### src/rtl/otf_csd2bin_if.sv
// Digit-in / word-out handshake bundle for otf_csd2bin.
// Slave is the converter's view; master is the upstream/downstream side.
interface otf_csd2bin_if #(parameter int W = 4);
  logic       in_vld;
  logic       in_rdy;
  logic [1:0] d;
  logic       out_vld;
  logic       out_rdy;
  logic [W:0] y;

  modport master (output in_vld, d, out_rdy, input in_rdy, out_vld, y);
  modport slave  (input in_vld, d, out_rdy, output in_rdy, out_vld, y);
endinterface

### src/rtl/otf_csd2bin.sv
// On-the-fly CSD (MSB-first) to two's-complement converter, W digits -> W+1 bit word.
// Optional sticky illegal-digit flag enabled by defining OTF_CSD2BIN_ERR_EN.
module otf_csd2bin #(
  parameter int W = 4
) (
  input  logic         clk,
  input  logic         rst_n,
  input  logic         ena,
  otf_csd2bin_if.slave bus,
  output logic         busy,
  output logic         err
);

  localparam int CW = $clog2(W + 1);
  localparam logic [W:0] ONE = (W + 1)'(1);

  typedef enum logic [1:0] {IDLE, ACC, OUT} state_t;

  state_t        state;
  logic [CW-1:0] cnt;
  logic [W:0]    q;
  logic [W:0]    qm;
  logic [W:0]    y_q;
  logic          out_vld_q;

  logic          in_rdy;
  logic          take;
  logic          pos;
  logic          neg;
  logic [W:0]    bq;
  logic [W:0]    bqm;
  logic [W:0]    nq;
  logic [W:0]    nqm;

  assign in_rdy      = (state != OUT);
  assign busy        = (state == ACC);
  assign take        = ena & bus.in_vld & in_rdy;
  assign pos         = bus.d[1] & ~bus.d[0];
  assign neg         = bus.d[0] & ~bus.d[1];
  assign bus.in_rdy  = in_rdy;
  assign bus.out_vld = out_vld_q;
  assign bus.y       = y_q;

  // The first digit of a word starts from Q=0 / QM=-1; illegal 11 falls through as 0.
  always_comb begin
    bq  = (state == IDLE) ? '0 : q;
    bqm = (state == IDLE) ? '1 : qm;
    nq  = bq << 1;
    nqm = (bqm << 1) | ONE;
    if (pos) begin
      nq  = (bq << 1) | ONE;
      nqm = bq << 1;
    end else if (neg) begin
      nq  = (bqm << 1) | ONE;
      nqm = bqm << 1;
    end
  end

  always_ff @(posedge clk or negedge rst_n) begin
    if (!rst_n) begin
      state     <= IDLE;
      cnt       <= '0;
      q         <= '0;
      qm        <= '1;
      y_q       <= '0;
      out_vld_q <= 1'b0;
    end else begin
      case (state)
        IDLE: begin
          if (take) begin
            q   <= nq;
            qm  <= nqm;
            cnt <= CW'(1);
            if (W == 1) begin
              y_q       <= nq;
              out_vld_q <= 1'b1;
              state     <= OUT;
            end else begin
              state <= ACC;
            end
          end
        end
        ACC: begin
          if (take) begin
            q   <= nq;
            qm  <= nqm;
            cnt <= cnt + CW'(1);
            if (cnt == CW'(W - 1)) begin
              y_q       <= nq;
              out_vld_q <= 1'b1;
              state     <= OUT;
            end
          end
        end
        OUT: begin
          if (ena && bus.out_rdy) begin
            out_vld_q <= 1'b0;
            cnt       <= '0;
            state     <= IDLE;
          end
        end
        default: state <= IDLE;
      endcase
    end
  end

`ifdef OTF_CSD2BIN_ERR_EN
  always_ff @(posedge clk or negedge rst_n) begin
    if (!rst_n) begin
      err <= 1'b0;
    end else if (take && (bus.d == 2'b11)) begin
      err <= 1'b1;
    end
  end
`else
  assign err = 1'b0;
`endif

endmodule

### src/flat_wrapper.sv
// flat-port wrapper written by rule: the top's interface ports become plain ports
module otf_csd2bin_flat 
#(
  parameter int W = 4
)
  (clk, rst_n, ena, busy, err, bus_in_vld, bus_d, bus_out_rdy, bus_in_rdy, bus_out_vld, bus_y);
  otf_csd2bin_if #(.W(W)) bus_i ();
  input  logic clk;
  input  logic rst_n;
  input  logic ena;
  output logic busy;
  output logic err;
  input wire logic [$bits(bus_i.in_vld)-1:0] bus_in_vld;
  input wire logic [$bits(bus_i.d)-1:0] bus_d;
  input wire logic [$bits(bus_i.out_rdy)-1:0] bus_out_rdy;
  output wire logic [$bits(bus_i.in_rdy)-1:0] bus_in_rdy;
  output wire logic [$bits(bus_i.out_vld)-1:0] bus_out_vld;
  output wire logic [$bits(bus_i.y)-1:0] bus_y;
  assign bus_i.in_vld = bus_in_vld;
  assign bus_i.d = bus_d;
  assign bus_i.out_rdy = bus_out_rdy;
  assign bus_in_rdy = bus_i.in_rdy;
  assign bus_out_vld = bus_i.out_vld;
  assign bus_y = bus_i.y;
  otf_csd2bin #(.W(W)) u_core (.clk(clk), .rst_n(rst_n), .ena(ena), .bus(bus_i), .busy(busy), .err(err));
endmodule
### config.mk
export PLATFORM = sky130hd
export DESIGN_NAME = otf_csd2bin_flat
export DESIGN_NICKNAME = d
export VERILOG_FILES = /design/src/rtl/otf_csd2bin_if.sv /design/src/rtl/otf_csd2bin.sv /design/src/flat_wrapper.sv
export SDC_FILE = /design/constraint.sdc
export NUM_CORES = 1
export LEC_CHECK = 0
export ABC_AREA = 1
export BUFFER_PORTS_ARGS = -buffer_cell sky130_fd_sc_hd__clkbuf_2
export CAP_MARGIN = 20
export CELL_PAD_IN_SITES_DETAIL_PLACEMENT = 0
export CELL_PAD_IN_SITES_GLOBAL_PLACEMENT = 1
export CORE_ASPECT_RATIO = 0.9
export CORE_UTILIZATION = 36
export CTS_CLUSTER_DIAMETER = 60
export DETAILED_ROUTE_END_ITERATION = 8
export GPL_ROUTABILITY_DRIVEN = 1
export PLACE_DENSITY_LB_ADDON = 0.12
export SKIP_LAST_GASP = 1
export SYNTH_ARGS = -nofsm -noshare
export SYNTH_HDL_FRONTEND = slang
export SYNTH_SLANG_ARGS = --single-unit
### constraint.sdc
create_clock -name clk -period 1.4 [get_ports clk]
set_input_delay 0.14 -clock clk [delete_from_list [all_inputs] [get_ports clk]]
set_output_delay 0.14 -clock clk [all_outputs]
set_load 0.01 [all_outputs]
==> results.cfg <==
[clocking]
cts_buffers = 3
path_clk_slew_ps = 120
cts_sinks = 19
htreeDepth = 1
cts_max_path_buffers = 2
insertion_delay_ps = 310
cts_tree = yes
cts_root_buffer = clkbuf_4

[logic_synthesis]
ys.flop_type = dfrtp_1
ys_seq_elements = 19
seq_area_frac_synth_pct = 43.5
yosysMostFrequentCell = nand2_1
synth_area_leader_cell = dfrtp_1
yosysTopAreaCellShare_pct = 34.0
synth_edf_count = 0
yosysWarnings = 0
async_flop_share_pct = 100
syn_area_um2 = 1100
synth_common_cells = nand2_1, inv_1, o21ai_0
syn_nets = 158
synthTopCellsByArea = dfrtp_1, nand2_1, dfstp_2, ha_1, o21ai_0
postSynthCellCount = 143
avgSynthCellArea_um2 = 7.73
ys_types = 18

[sta]
grt_setup_unrepaired = yes
finalSetupTns_ps = 0
fmax_mhz = 717
slew_violations = 0
period_needed_ps = 1390
clock_skew_ps = 22.7
setup_violations = 0
hold_viol_final = 0
fin_crit_sh_pct = 99.6
setup_ws_ps = 5.68

[final_layout]
stdcell_area_um2 = 1350
final_layout_size_suffix_gt1_share_pct = 27.5
antenna_cells = 0
area_growth_pct = 22.1
nets = 183
nFillCells = 288

[routing]
wl_per_cell_um = 10.6
avgViaCountPerCell = 4.36
drt_iter0_drc = 11
postRouteAntennaNets = 0
via_count = 903
drt_pass1_iterations = 4
wirelength_um = 2190
drc = 0

[placement]
hpwlAfterDp_um = 1630
globalplace.congestion = 0.815
dp_slack_ps = -19.7
placed_cell_area_um2 = 1280
io_buffers = 14

[floorplan]
dieArea_um2 = 3290
die_w_um = 60.4
core_area_um2 = 2840
row_count = 18
pin_count = 16
fp.dieH_um = 54.6
initial_core_util_pct = 38.9

[global_routing]
grt_pass1_wl_um = 3540
grt_usage_pct = 14.7
grt_pass1_vias = 817
grt_antenna_before_repair = 0
grt_overflow = 0
grt_max_degree = 20

[run_status]
outcome = finished clean

[hold_path]
hold_class = input pin to flip-flop

[power_and_ir_drop]
power_density_nw_per_um2 = 1620
power_mw = 2.18
p_leak_nw = 0.703
peakVddDrop_uv = 779

[worst_setup_path]
arrival_ps = 1600
path_max_fanout = 16
crit_path_end_kind = flip-flop
worstPathRequired_ps = 1610
criticalPathCategory = flip-flop to flip-flop
worst_setup_path_start_kind = flip-flop

[run]
max_cap_viol_count = 0
-- through the flow --
| step | instances | util [%] | hold WS [ps] |
|---|---|---|---|
| detailed placement | 200 | 45.1 | 122 |
| global placement | 200 | 45.1 | 118 |
| global route | 207 | 47.5 | 278 |
| floorplan | 143 | - | -156 |
| CTS | 205 | 46.5 | 232 |
| finish | 207 | 47.5 | 240 |
-- cell usage in the layout (no fill, tap or decap), types with 3 or more instances in the layout --
cell type and count:
nor2_2 3, dfrtp_1 15, clkbuf_2 14, inv_2 3, o21ai_1 4, nand3_1 6
o21ai_0 12, dfstp_2 4, inv_1 17, nand2_1 55, buf_4 6, o21ai_2 4
ha_1 5, clkbuf_4 3
-- state kept, by name (all words and copies together), names as in the netlist --
| register | flops |
|---|---|
| u_core.cnt | 3 |
| u_core.qm | 4 |
| u_core.q | 4 |
| u_core.bus.y | 5 |
| u_core.bus.out_vld | 1 |
| u_core.state | 2 |
-- timing repair --
action	in CTS	in global routing
hold buffers	1	0
setup endpoints to repair	4	18
resized for setup	3	9
pin swaps	0	1
gates cloned	0	1
endpoints found under the hold margin	15	0
buffers inserted	0	1
-- logic make-up after synthesis --
kind of cell / after synthesis / synth area share [%]
AOI/OAI and AO/OA: 21 / 11.2
adders and majority gates: 8 / 9.06
buffers and inverters: 24 / 9.51
DFF: 19 / 43.5
other: 1 / 0.339
and+or+nand+nor: 70 / 26.4
-- metal layers --
| layer | global-route usage, % | wire, um |
|---|---|---|
| met5 | 0 | 0 |
| met4 | 2.33 | 15 |
| met3 | 4.96 | 72 |
| met2 | 22.7 | 949 |
| met1 | 20.1 | 1150 |
-- worst paths after layout --
path / startpoint / endpoint / slack [ps] / cells after the start
worst max-delay path: u_core.state[1] / u_core.qm[3] / 6 / 7
worst min-delay path: bus_in_vld / u_core.state[0] / 240 / 5
worst max register to register: u_core.state[1] / u_core.qm[3] / 6 / 7
worst min register to register: u_core.cnt[2] / u_core.cnt[2] / 480 / 2
max in group asynchronous: rst_n / u_core.qm[2] / 730 / 2
min in group asynchronous: rst_n / u_core.bus.out_vld / 290 / 2
-- worst max-delay path, cell delays in order (launching register included) --
cell	delay [ps]
dfrtp_1	450
ha_2	230
inv_4	90
nand3_4	100
a21oi_4	150
buf_12	150
nand2_1	50
o21ai_0	80
-- where the power goes --
part	switching, mW	internal [mW]	total, mW
sequential	0.0946	0.799	0.893
clock	0.173	0.107	0.280
combinational	0.599	0.408	1.01
total	0.867	1.31	2.18
-- area by class of cell --
cell class | count | area (um^2) | area share [%]
Multi-Input combinational cell | 101 | 564 | 41.8
Tap cell | 40 | 50.0 | 3.71
Clock inverter | 1 | 5.00 | 0.371
Sequential cell | 19 | 480 | 35.6
Inverter | 21 | 81.3 | 6.03
Clock buffer | 3 | 22.5 | 1.67
Timing Repair Buffer | 22 | 145 | 10.8
(Power assumes the default switching activity.)
